<file path="config.mk">
export PLATFORM = sky130hd
export DESIGN_NAME = alu_io_publisher_flat
export DESIGN_NICKNAME = d
export VERILOG_FILES = /design/src/rtl/alu_io_publisher_if.sv /design/src/rtl/alu_io_publisher.sv /design/src/flat_wrapper.sv
export SDC_FILE = /design/constraint.sdc
export NUM_CORES = 1
export LEC_CHECK = 0
export CORE_ASPECT_RATIO = 2
export CORE_UTILIZATION = 59
export CTS_CLUSTER_SIZE = 14
export DETAILED_ROUTE_END_ITERATION = 6
export HOLD_SLACK_MARGIN = 0.05
export PLACE_DENSITY = 0.9
export SYNTH_ARGS = -nofsm -noshare
export SYNTH_HDL_FRONTEND = slang
export SYNTH_SLANG_ARGS = --single-unit
</file>
<file path="constraint.sdc">
create_clock -name clock -period 4 [get_ports clock]
set_input_delay 0.6 -clock clock [delete_from_list [all_inputs] [get_ports clock]]
set_output_delay 0.6 -clock clock [all_outputs]
set_load 0.05 [all_outputs]
</file>
<file path="src/rtl/alu_io_publisher_if.sv">
// Handshake and pad bundle between the ALU datapath/pad ring and alu_io_publisher.
// master = ALU side driving result pairs; slave = the publisher itself.
interface alu_io_publisher_if;
   logic        in_valid;
   logic        in_ready;
   logic [7:0]  alu1_out;
   logic [7:0]  alu2_out;
   logic        carry1;
   logic        carry2;
   logic [26:0] io_out;
   logic [26:0] io_oeb;
   logic        busy;

   modport master (
      output in_valid, alu1_out, alu2_out, carry1, carry2,
      input  in_ready, io_out, io_oeb, busy
   );

   modport slave (
      input  in_valid, alu1_out, alu2_out, carry1, carry2,
      output in_ready, io_out, io_oeb, busy
   );
endinterface

</file>
<file path="src/rtl/alu_io_publisher.sv">
// Buffers ALU result pairs in a FIFO and publishes each on mprj_io[26:0] with a timed strobe.
// Optional macro ALU_IO_PARITY_EN: io_out[25] = even parity of io_out[17:0], 7-bit tag on [24:18].
module alu_io_publisher #(
   parameter int unsigned HOLD_CYCLES = 4,
   parameter int unsigned FIFO_DEPTH  = 4
) (
   input  logic              clock,
   input  logic              resetb,
   alu_io_publisher_if.slave bus
);
   localparam int unsigned PTR_W = (FIFO_DEPTH > 1) ? $clog2(FIFO_DEPTH) : 1;
   localparam int unsigned CNT_W = PTR_W + 1;
`ifdef ALU_IO_PARITY_EN
   localparam int unsigned TAG_W = 7;
   localparam int unsigned ENT_W = 19;
`else
   localparam int unsigned TAG_W = 8;
   localparam int unsigned ENT_W = 18;
`endif
   localparam logic [3:0]       HOLD_INIT = 4'(HOLD_CYCLES - 1);
   localparam logic [CNT_W-1:0] FULL_CNT  = CNT_W'(FIFO_DEPTH);
   localparam logic [CNT_W-1:0] CNT_ZERO  = {CNT_W{1'b0}};
   localparam logic [CNT_W-1:0] CNT_ONE   = CNT_W'(1);
   localparam logic [PTR_W-1:0] PTR_ONE   = PTR_W'(1);

   typedef enum logic [1:0] {
      ST_IDLE  = 2'd0,
      ST_SETUP = 2'd1,
      ST_HOLD  = 2'd2,
      ST_GAP   = 2'd3
   } state_t;

   state_t              state_q, state_d;
   logic [3:0]          hold_q, hold_d;
   logic [TAG_W-1:0]    seq_q, seq_d;
   logic [TAG_W-1:0]    tag_q;
   logic [17:0]         data_q;
   logic                strobe_q;
   logic                busy_q;
   logic                en_q;
   logic [PTR_W-1:0]    wr_ptr_q, rd_ptr_q;
   logic [CNT_W-1:0]    count_q, count_d;
   logic [ENT_W-1:0]    mem_q [FIFO_DEPTH];
   logic                in_ready_s, push_s, pop_s;
   logic [17:0]         payload_s;
   logic [ENT_W-1:0]    wr_entry_s;
   logic [ENT_W-1:0]    head_s;

`ifdef ALU_IO_PARITY_EN
   logic                par_q;

   function automatic logic even_parity18(input logic [17:0] v);
      return ^v;
   endfunction
`endif

   // Ready only after the pads are enabled and only from the registered count.
   assign in_ready_s = en_q & (count_q < FULL_CNT);
   assign push_s     = bus.in_valid & in_ready_s;
   assign pop_s      = (count_q != CNT_ZERO) & ((state_q == ST_IDLE) | (state_q == ST_GAP));
   assign payload_s  = {bus.carry2, bus.carry1, bus.alu2_out, bus.alu1_out};
   assign head_s     = mem_q[rd_ptr_q];

`ifdef ALU_IO_PARITY_EN
   assign wr_entry_s = {even_parity18(payload_s), payload_s};
`else
   assign wr_entry_s = payload_s;
`endif

   // FIFO occupancy next value; a pop and push in the same cycle cancel out.
   always_comb begin
      count_d = count_q;
      case ({push_s, pop_s})
         2'b10:   count_d = count_q + CNT_ONE;
         2'b01:   count_d = count_q - CNT_ONE;
         default: count_d = count_q;
      endcase
   end

   // Publisher sequencing: SETUP -> HOLD (strobe) -> GAP, popping on entry to SETUP.
   always_comb begin
      state_d = state_q;
      hold_d  = hold_q;
      seq_d   = seq_q;
      case (state_q)
         ST_IDLE: begin
            if (pop_s) begin
               state_d = ST_SETUP;
            end else begin
               state_d = ST_IDLE;
            end
         end
         ST_SETUP: begin
            state_d = ST_HOLD;
            hold_d  = HOLD_INIT;
         end
         ST_HOLD: begin
            if (hold_q == 4'd0) begin
               state_d = ST_GAP;
            end else begin
               hold_d = hold_q - 4'd1;
            end
         end
         ST_GAP: begin
            seq_d = seq_q + TAG_W'(1);
            if (pop_s) begin
               state_d = ST_SETUP;
            end else begin
               state_d = ST_IDLE;
            end
         end
         default: begin
            state_d = ST_IDLE;
         end
      endcase
   end

   // FSM state plus every pad-facing register; the tag takes the post-increment count.
   always_ff @(posedge clock or negedge resetb) begin
      if (!resetb) begin
         state_q  <= ST_IDLE;
         hold_q   <= 4'd0;
         seq_q    <= {TAG_W{1'b0}};
         tag_q    <= {TAG_W{1'b0}};
         data_q   <= 18'd0;
         strobe_q <= 1'b0;
         busy_q   <= 1'b0;
         en_q     <= 1'b0;
`ifdef ALU_IO_PARITY_EN
         par_q    <= 1'b0;
`endif
      end else begin
         en_q     <= 1'b1;
         state_q  <= state_d;
         hold_q   <= hold_d;
         seq_q    <= seq_d;
         strobe_q <= (state_d == ST_HOLD);
         busy_q   <= (state_d != ST_IDLE) | (count_d != CNT_ZERO);
         if (pop_s) begin
            data_q <= head_s[17:0];
            tag_q  <= seq_d;
`ifdef ALU_IO_PARITY_EN
            par_q  <= head_s[18];
`endif
         end else begin
            data_q <= data_q;
            tag_q  <= tag_q;
         end
      end
   end

   // FIFO storage and pointers; pointers wrap naturally at the power-of-two depth.
   always_ff @(posedge clock or negedge resetb) begin
      if (!resetb) begin
         wr_ptr_q <= {PTR_W{1'b0}};
         rd_ptr_q <= {PTR_W{1'b0}};
         count_q  <= CNT_ZERO;
         for (int i = 0; i < int'(FIFO_DEPTH); i++) begin
            mem_q[i] <= {ENT_W{1'b0}};
         end
      end else begin
         count_q <= count_d;
         if (push_s) begin
            mem_q[wr_ptr_q] <= wr_entry_s;
            wr_ptr_q        <= wr_ptr_q + PTR_ONE;
         end
         if (pop_s) begin
            rd_ptr_q <= rd_ptr_q + PTR_ONE;
         end
      end
   end

   assign bus.in_ready = in_ready_s;
   assign bus.busy     = busy_q;
   assign bus.io_oeb   = {27{~en_q}};
`ifdef ALU_IO_PARITY_EN
   assign bus.io_out   = {strobe_q, par_q, tag_q, data_q};
`else
   assign bus.io_out   = {strobe_q, tag_q, data_q};
`endif

endmodule
</file>
<file path="src/flat_wrapper.sv">
// flat-port wrapper written by rule: the top's interface ports become plain ports
module alu_io_publisher_flat 
#(
   parameter int unsigned HOLD_CYCLES = 4,
   parameter int unsigned FIFO_DEPTH  = 4
)
  (clock, resetb, bus_in_valid, bus_alu1_out, bus_alu2_out, bus_carry1, bus_carry2, bus_in_ready, bus_io_out, bus_io_oeb, bus_busy);
  alu_io_publisher_if bus_i ();
  input  logic clock;
  input  logic resetb;
  input wire logic [$bits(bus_i.in_valid)-1:0] bus_in_valid;
  input wire logic [$bits(bus_i.alu1_out)-1:0] bus_alu1_out;
  input wire logic [$bits(bus_i.alu2_out)-1:0] bus_alu2_out;
  input wire logic [$bits(bus_i.carry1)-1:0] bus_carry1;
  input wire logic [$bits(bus_i.carry2)-1:0] bus_carry2;
  output wire logic [$bits(bus_i.in_ready)-1:0] bus_in_ready;
  output wire logic [$bits(bus_i.io_out)-1:0] bus_io_out;
  output wire logic [$bits(bus_i.io_oeb)-1:0] bus_io_oeb;
  output wire logic [$bits(bus_i.busy)-1:0] bus_busy;
  assign bus_i.in_valid = bus_in_valid;
  assign bus_i.alu1_out = bus_alu1_out;
  assign bus_i.alu2_out = bus_alu2_out;
  assign bus_i.carry1 = bus_carry1;
  assign bus_i.carry2 = bus_carry2;
  assign bus_in_ready = bus_i.in_ready;
  assign bus_io_out = bus_i.io_out;
  assign bus_io_oeb = bus_i.io_oeb;
  assign bus_busy = bus_i.busy;
  alu_io_publisher #(.HOLD_CYCLES(HOLD_CYCLES), .FIFO_DEPTH(FIFO_DEPTH)) u_core (.clock(clock), .resetb(resetb), .bus(bus_i));
endmodule
</file>
* Word-level counts from Yosys, hierarchy flattened
Index checks and enable logic that the tools add are counted.
Word-level totals: memory bits (read-only) 0, register bits 122, output and inout port bits 56, input bits 21, RAM bits 0, bits in latches 0, memories 0
Cells by class: add/subtract/negate cells 6, multiplexer cells 13, eq/ne operators 7, bitwise gates (word level) 8, order comparisons 4, multipliers 0, shift operators 0, divide/modulo/power cells 0, reduce and logical (&&, ||, !) cells 9
Operator list (count):
- 72-bit bitwise mux | 1
- 18-bit two-way mux | 3
- 18-bit binary-select mux with 2-bit select | 1
- 18-bit demux with 2-bit select | 1
- 8-bit by 1-bit adder with 8-bit output, second input constant | 1
- 2-bit equality test, second input constant | 4
- 8-bit two-way mux | 1
- 4-bit one-hot mux with 2 select lines | 1
- 3-bit >= comparator, second input constant | 2
- 2-bit NOT with 3-bit output | 2
- 2-bit one-hot mux with 3 select lines | 1
- 3-bit one-hot mux with 2 select lines | 1
- 3-bit nonzero test | 2
- 2-bit by 1-bit adder with 2-bit output, second input constant | 2
- 2-bit by 1-bit equality test with 1-bit output, second input constant | 2
- 4-bit logical NOT | 1
- 4-bit two-way mux | 1
- 2-bit nonzero test | 2
- 4-bit by 1-bit subtractor with 4-bit output, second input constant | 1
- 3-bit by 1-bit adder with 3-bit output, second input constant | 1
- 1-bit bitwise AND | 3
- 3-bit by 1-bit < comparator with 1-bit output, second input constant | 1
- 3-bit < comparator, second input constant | 1
- 3-bit by 1-bit subtractor with 3-bit output, second input constant | 1
- other kinds (9) | 10

* Depth between registers and ports, before layout
Gate-level depths: netlist (run 1).
word-level depth 7, depth in mapped cells 12, mapped depth without buffers 10

* Worst setup path after synthesis (run 1)
No wires, ideal clock.
path kind reg2reg, start point reg u_core.count_q[2], end point reg u_core.busy_q (netlist: u_core.bus.busy), arrival time 2550 ps, cell stages (with the launch flop) 11, path slack 1311 ps, library setup time 139 ps, clock period less this slack 2689 ps, path through dfrtp_1 > nor2b_4 > and2_4 > buf_12 > inv_1 > ha_1 > fa_1 > xnor2_1 > nor2_1 > xor2_1 > or4_4
Between the ends: cells in the longest elaborated chain, start to end 7, elaborated cells on any way between the ends 15, those cells by class add/sub: 2; order compare: 1; eq/ne: 2; mux: 3; bitwise: 4; reduce/logical: 3
Ends and longest elaborated chain:
- from (decl) | line alu_io_publisher.sv:42 | logic [CNT_W-1:0] count_q, count_d;
- from (signal assigned) | line alu_io_publisher.sv:162 | count_q <= count_d;
- 3-bit < comparator * | line alu_io_publisher.sv:58 | assign in_ready_s = en_q & (count_q < FULL_CNT);
- 1-bit bitwise AND * | line alu_io_publisher.sv:58
- named net bus_in_ready | line flat_wrapper.sv:16 | output wire logic [$bits(bus_i.in_ready)-1:0] bus_in_ready;
- 1-bit bitwise AND * | line alu_io_publisher.sv:59 | assign push_s = bus.in_valid & in_ready_s;
- 2-bit by 1-bit equality test with 1-bit output or 2-bit equality test (tied branches) | line alu_io_publisher.sv:73 | case ({push_s, pop_s})
- 3-bit one-hot mux with 2 select lines * | line alu_io_publisher.sv:73
- named net u_core.count_d[2] | line alu_io_publisher.sv:42
- 3-bit nonzero test * | line alu_io_publisher.sv:138 | busy_q <= (state_d != ST_IDLE) | (count_d != CNT_ZERO);
- 1-bit OR * | line alu_io_publisher.sv:138
- to (signal assigned) | line alu_io_publisher.sv:138
- to (decl) | line alu_io_publisher.sv:39 | logic busy_q;
Mark *: on every way through the listed nets, which the timed path passes. The rest lies on a longest branch. A chain may end at the register's enable or synchronous reset.

* Worst setup path in the final report (run 1)
start point reg u_core.en_q, end point out bus_io_oeb[3]
Between the ends: cells in the longest elaborated chain, start to end 1
Ends and longest elaborated chain:
- from (decl) | line alu_io_publisher.sv:40 | logic en_q;
- from (signal assigned) | line alu_io_publisher.sv:128 | en_q <= 1'b0;
- from (signal assigned) | line alu_io_publisher.sv:133 | en_q <= 1'b1;
- 1-bit NOT | line alu_io_publisher.sv:175 | assign bus.io_oeb = {27{~en_q}};
- to (decl) | line flat_wrapper.sv:18 | output wire logic [$bits(bus_i.io_oeb)-1:0] bus_io_oeb;
No other way between the ends.

==> out/metrics.yaml, run 1 <==
crit_required_ns: 3.40
rr_startpoint: "u_core.count_q[2]$_DFF_PN0_"
slew_headroom: 0.217
cts_tree: "done"
synthTopCellsByArea: "dfrtp_1 (54%), mux2_2 (9.6%), mux2_4 (8.0%)"
avgSynthCellArea_um2: 13.8
nNetsFinal: 501
clk_pin_slew_worst_paths_ns: 0.06
cts_resized: 0
syn_inst: 409
setup_tns_ns: 0
slew_violations: 0
critPathLaunchType: "flip-flop"
grt_max_degree: 69
cts_max_level: 4
cts_buffers: 17
root_buffer: "clkbuf_16"
post_cts_buffers: 0
numPortBuffers: 76
crit_slowest_cell: "clkdlybuf4s50_1"
layout.area.seq_um2: 3050
grt_pass1_wl_um: 18700
fillerInstances: 539
status: "finished with violations"
cp-end-kind: "primary output"
cp_max_fo: 27
synth_top_cell_area_share: 0.540
cts_sinks: 122
synth_commonest_cells: "dfrtp_1 (122), nand2_1 (74), mux2_2 (48)"
ctsLongestPathBuffers: 2
die_x_um: 71.2
initial_core_util: 0.606
hpwl_um: 6940
period_minus_slack_ns: 2.76
synth_edf_count: 0
antenna_found_initial: 0
dr.first_iter.drc_count: 231
yosysTopAreaCell: "dfrtp_1"
drc: 10
ys_async_sr_fraction: 1.00
postSynthNetCount: 442
fp.dieH_um: 140
drive_gt1_frac: 0.295
wirelength_um: 11100
area_growth_pct: 21.1
netlist_area_um2: 5650
arrival_ns: 2.16
track_usage: 0.255
ys_types: 38
clock_skew_ns: 0.00581
ant_nets: 0
yosysSeqAreaShare: 0.540
via_per_inst: 5.72
drtPass1Iterations: 7
dieArea_um2: 9990
synth_seq_cells: 122
grt_pass1_vias: 3574
core_um2: 9320
synth_top_flop_cell: "dfrtp_1"
p_leak_nw: 3.22
hp-class: "in -> async"
synth_most_common_cell: "dfrtp_1"
io_pins: 77
crit_type: "reg -> out"
crit_chain: "inv_1 -> clkdlybuf4s50_1"
rsz0062_at_grt: "no"
finalSetupViolCount: 0
failed_checks: "DRC"
max-vdd-ir-drop_uv: 617
powerDensity_nw_per_um2: 947
rrSetupSlack_ns: 1.44
num_antenna_cells: 0
avgRoutedWirePerCell_um: 19.0
num_vias: 3348
worstMarginPinSlew_ns: 1.17
worst_r2r_endpoint: "u_core.bus.busy$_DFF_PN0_"
multi_input_area_um2: 2240
gp_congestion: 0.736
cpPeakStageDelay_ns: 0.93
max_cap_viol_count: 0
fin_crit_sh: 0.690
utilization: 0.734
rr_worst_depth: 9
yosysWarnings: 0
hold_viol_final: 0
cts_hold_buf: 0
grt-ovfl-total: 0
clk_latency_ns: 0.42
fmax_ghz: 0.362
rows: 50
-- worst max-delay path, delay by kind of cell (launching register included) --
kind,cells,cell delay (ns)
buffers and inverters,2,1.38
flip-flops,1,0.37
-- metal layers --
layer,GRT usage,vias up,routed length (um)
li1,-,1485,-
met1,0.299,1726,4410
met2,0.426,117,5950
met3,0.0777,20,489
met4,0.114,0,243
met5,0,-,0
-- cell type report --
type	count	share of cell area
Clock inverter	9	0.0139
Tap cell	104	0.0190
Multi-Input combinational cell	235	0.328
Timing Repair Buffer	82	0.117
Clock buffer	23	0.0699
Sequential cell	122	0.446
Inverter	10	0.00549
-- where the power goes --
group          internal (W)  total, W  switching (W)  leakage [nW]
clock              0.000957   0.00148       0.000521         0.290
sequential          0.00182   0.00228       0.000456          1.50
combinational       0.00130   0.00272        0.00142          1.42
-- cells by family after synthesis --
logic type	synth area share
flip-flops	0.540
multiplexers	0.251
buffers and inverters	0.0622
adder cells (fa/ha/maj)	0.0279
AND/OR/NAND/NOR	0.0864
other	0.000664
AO/OA/AOI/OAI	0.00997
XOR/XNOR	0.0217
-- layout by cell type (no fill, tap or decap), types with 2 or more instances in the layout --
master / instances
dfrtp_1: 122
clkdlybuf4s50_1: 75
nand2_1: 74
mux2_2: 48
mux2_4: 30
mux4_2: 18
clkbuf_16: 17
ha_1: 11
inv_1: 9
xnor2_1: 9
clkinv_2: 7
buf_4: 7
nor2_1: 6
nor3_1: 5
xor2_1: 5
nand4_1: 3
o21ai_0: 3
nand2_8: 3
clkbuf_8: 3
clkbuf_1: 3
mux2i_1: 2
a21oi_1: 2
bufinv_16: 2
-- flip-flops by register name (all words and copies together), names as in the netlist --
signal           flops
u_core.tag_q         8
u_core.data_q       18
u_core.rd_ptr_q      2
u_core.wr_ptr_q      2
u_core.hold_q        4
u_core.state_q       2
u_core.mem_q        72
u_core.seq_q         8
u_core.bus.busy      1
u_core.strobe_q      1
u_core.en_q          1
u_core.count_q       3
-- worst max path at each step --
stage                                      from                   endpoint  slack (ns)  cells after the start
detailed placement                 bus_in_valid  u_core.bus.busy$_DFF_PN0_        0.92                      9
global placement                   bus_in_valid  u_core.bus.busy$_DFF_PN0_        0.96                      9
finish                    u_core.en_q$_DFF_PN0_              bus_io_oeb[3]        1.24                      2
floorplan           u_core.count_q[2]$_DFF_PN0_  u_core.bus.busy$_DFF_PN0_        1.31                     10
global route              u_core.en_q$_DFF_PN0_             bus_io_oeb[24]        1.10                      2
CTS                       u_core.en_q$_DFF_PN0_             bus_io_oeb[13]        1.19                      2
-- stage by stage --
step | cell area [um^2] | worst slack [ns] | hold slack, ns | std cells | power [W]
floorplan | 5650 | 1.31 | 0.304 | 409 | 0.00426
global placement | 6270 | 0.961 | 0.450 | 553 | 0.00482
detailed placement | 6270 | 0.920 | 0.454 | 553 | 0.00497
finish | 6840 | 1.24 | 0.283 | 585 | 0.00648
global route | 6840 | 1.10 | 0.348 | 585 | 0.00685
CTS | 6840 | 1.19 | 0.315 | 585 | 0.00652
Power figures use the tool's default switching activity.
==> inputs of run 2 (changes only) <==
--- a/config.mk
+++ b/config.mk
@@ -6,11 +6,11 @@
 export NUM_CORES = 1
 export LEC_CHECK = 0
 export CORE_ASPECT_RATIO = 2
-export CORE_UTILIZATION = 59
+export CORE_UTILIZATION = 55
 export CTS_CLUSTER_SIZE = 14
 export DETAILED_ROUTE_END_ITERATION = 6
 export HOLD_SLACK_MARGIN = 0.05
-export PLACE_DENSITY = 0.9
+export PLACE_DENSITY = 0.85
 export SYNTH_ARGS = -nofsm -noshare
 export SYNTH_HDL_FRONTEND = slang
 export SYNTH_SLANG_ARGS = --single-unit
==> constraint.sdc (replaced) <==
create_clock -name clock -period 2.6 [get_ports clock]
set_input_delay 0.39 -clock clock [delete_from_list [all_inputs] [get_ports clock]]
set_output_delay 0.39 -clock clock [all_outputs]
set_load 0.05 [all_outputs]
==> out/metrics.yaml, run 2 (synthesis results as in run 1) <==
critPathLaunchType: "flip-flop"
cts_tree: "done"
num_antenna_cells: 0
cts_max_level: 4
drc: 0
layout.area.seq_um2: 3050
nNetsFinal: 505
hold_ws_ns: 0.457
antenna_found_initial: 0
grt-ovfl-total: 0
period_minus_slack_ns: 2.48
area_growth_pct: 23.9
dr.first_iter.drc_count: 151
finalSetupViolCount: 0
hp-class: "reg -> reg"
post_cts_buffers: 0
max-vdd-ir-drop_uv: 825
slew_headroom: 0.639
clk_pin_slew_worst_paths_ns: 0.05
crit_required_ns: 2.21
worst_slack_ns: 0.121
fp.dieH_um: 145
grt_max_degree: 59
clock_skew_ns: 0.00825
grt_pass1_vias: 3829
rows: 52
fillerInstances: 705
reg_top3: "u_core.mem_q: 72 flops, u_core.data_q: 18 flops"
crit_type: "reg -> out"
ctsLongestPathBuffers: 2
io_pins: 77
fmax_ghz: 0.403
worstMarginPinSlew_ns: 0.541
slew_violations: 0
final_cell_mix: "dfrtp_1 (122), nand2_1 (74), clkdlybuf4s50_1 (50)"
dieArea_um2: 10700
hold_viol_final: 0
multi_input_area_um2: 2250
drive_gt1_frac: 0.302
via_per_inst: 5.51
die_x_um: 73.7
num_vias: 3413
cts_sinks: 122
arrival_ns: 2.09
ant_nets: 0
p_leak_nw: 3.42
gp_congestion: 0.769
final_common_cell: "dfrtp_1"
core_um2: 10000
top_register: "u_core.mem_q"
powerDensity_nw_per_um2: 1450
dp_slack_ns: 0.0101
dp_cells: 587
initial_core_util: 0.564
cts_buffers: 17
wirelength_um: 11800
cp-end-kind: "primary output"
drtPass1Iterations: 4
setup_tns_ns: 0
cp_max_fo: 27
numPortBuffers: 76
track_usage: 0.249
grt_pass1_wl_um: 19400
place_area_um2: 6360
largest_reg_flops: 72
root_buffer: "clkbuf_16"
fin_area_um2: 7000
stdcell_count: 619
clk_latency_ns: 0.42
fin_crit_sh: 0.953
hpwl_um: 7310
avgRoutedWirePerCell_um: 19.1
status: "finished, final reports clean"
max_cap_viol_count: 0
-- run 2: cell count changes in the layout (fill, tap and decap cells not counted), sizes merged --
cell / change
clkinvlp: +1
bufinv: +1
buf: +3
dlymetal6s2s: +18
clkdlybuf4s50: -25
dlygate4sd3: +1
clkinv: -3
dlygate4sd2: +7
-- run 2: path summary, 6_finish.rpt --
path                                             start                      endpoint  slack [ns]  cells after the start
min in group asynchronous                       resetb  u_core.data_q[5]$_DFFE_PN0P_        0.50                      2
min                          u_core.seq_q[7]$_DFF_PN0_     u_core.seq_q[7]$_DFF_PN0_        0.46                      1
max in group asynchronous                       resetb  u_core.mem_q[22]$_DFFE_PN0P_        1.35                      3
max reg2reg                u_core.state_q[0]$_DFF_PN0_     u_core.bus.busy$_DFF_PN0_        0.18                     10
min reg2reg                  u_core.seq_q[7]$_DFF_PN0_     u_core.seq_q[7]$_DFF_PN0_        0.46                      1
max                              u_core.en_q$_DFF_PN0_                bus_io_oeb[17]        0.12                      2
-- run 2: area by class of cell --
class | instances | share of cell area
clock buffer | 23 | 0.0683
clock inverter | 8 | 0.0168
inverter | 10 | 0.00536
multi-input combinational | 235 | 0.321
sequential | 122 | 0.436
tap | 135 | 0.0241
timing repair buffer | 86 | 0.128
-- run 2: repair_timing --
| item | 4_1_cts | 5_1_grt |
|---|---|---|
| hold buffers | 1 | 0 |
| gates resized for setup | 7 | 18 |
| setup endpoints to repair | 27 | 20 |
| hold endpoints to repair | 38 | 0 |
-- run 2: worst max-delay path, cell delays in order (launching register included) --
cell,delay [ns]
dfrtp_1,0.38
inv_1,0.39
clkdlybuf4s50_1,0.90
-- run 2: stage by stage --
step                power [W]   util
floorplan             0.00657      -
CTS                    0.0102  0.694
global route           0.0107  0.699
detailed placement    0.00774  0.635
global placement      0.00751  0.635
finish                 0.0102  0.699
-- run 2: routing by layer --
metal,track usage,wire (um),share of wire,up-vias
met5,0,0,0,-
met2,0.429,6580,0.56,108
li1,-,-,-,1495
met3,0.0535,503,0.043,32
met1,0.277,4390,0.37,1778
met4,0.134,325,0.028,0
-- run 2: power breakdown --
group	internal [W]	switching [W]	total (W)
Sequential	0.00281	0.000619	0.00342
Combinational	0.00204	0.00232	0.00436
Clock	0.00157	0.000812	0.00238
Total	0.00642	0.00375	0.0102
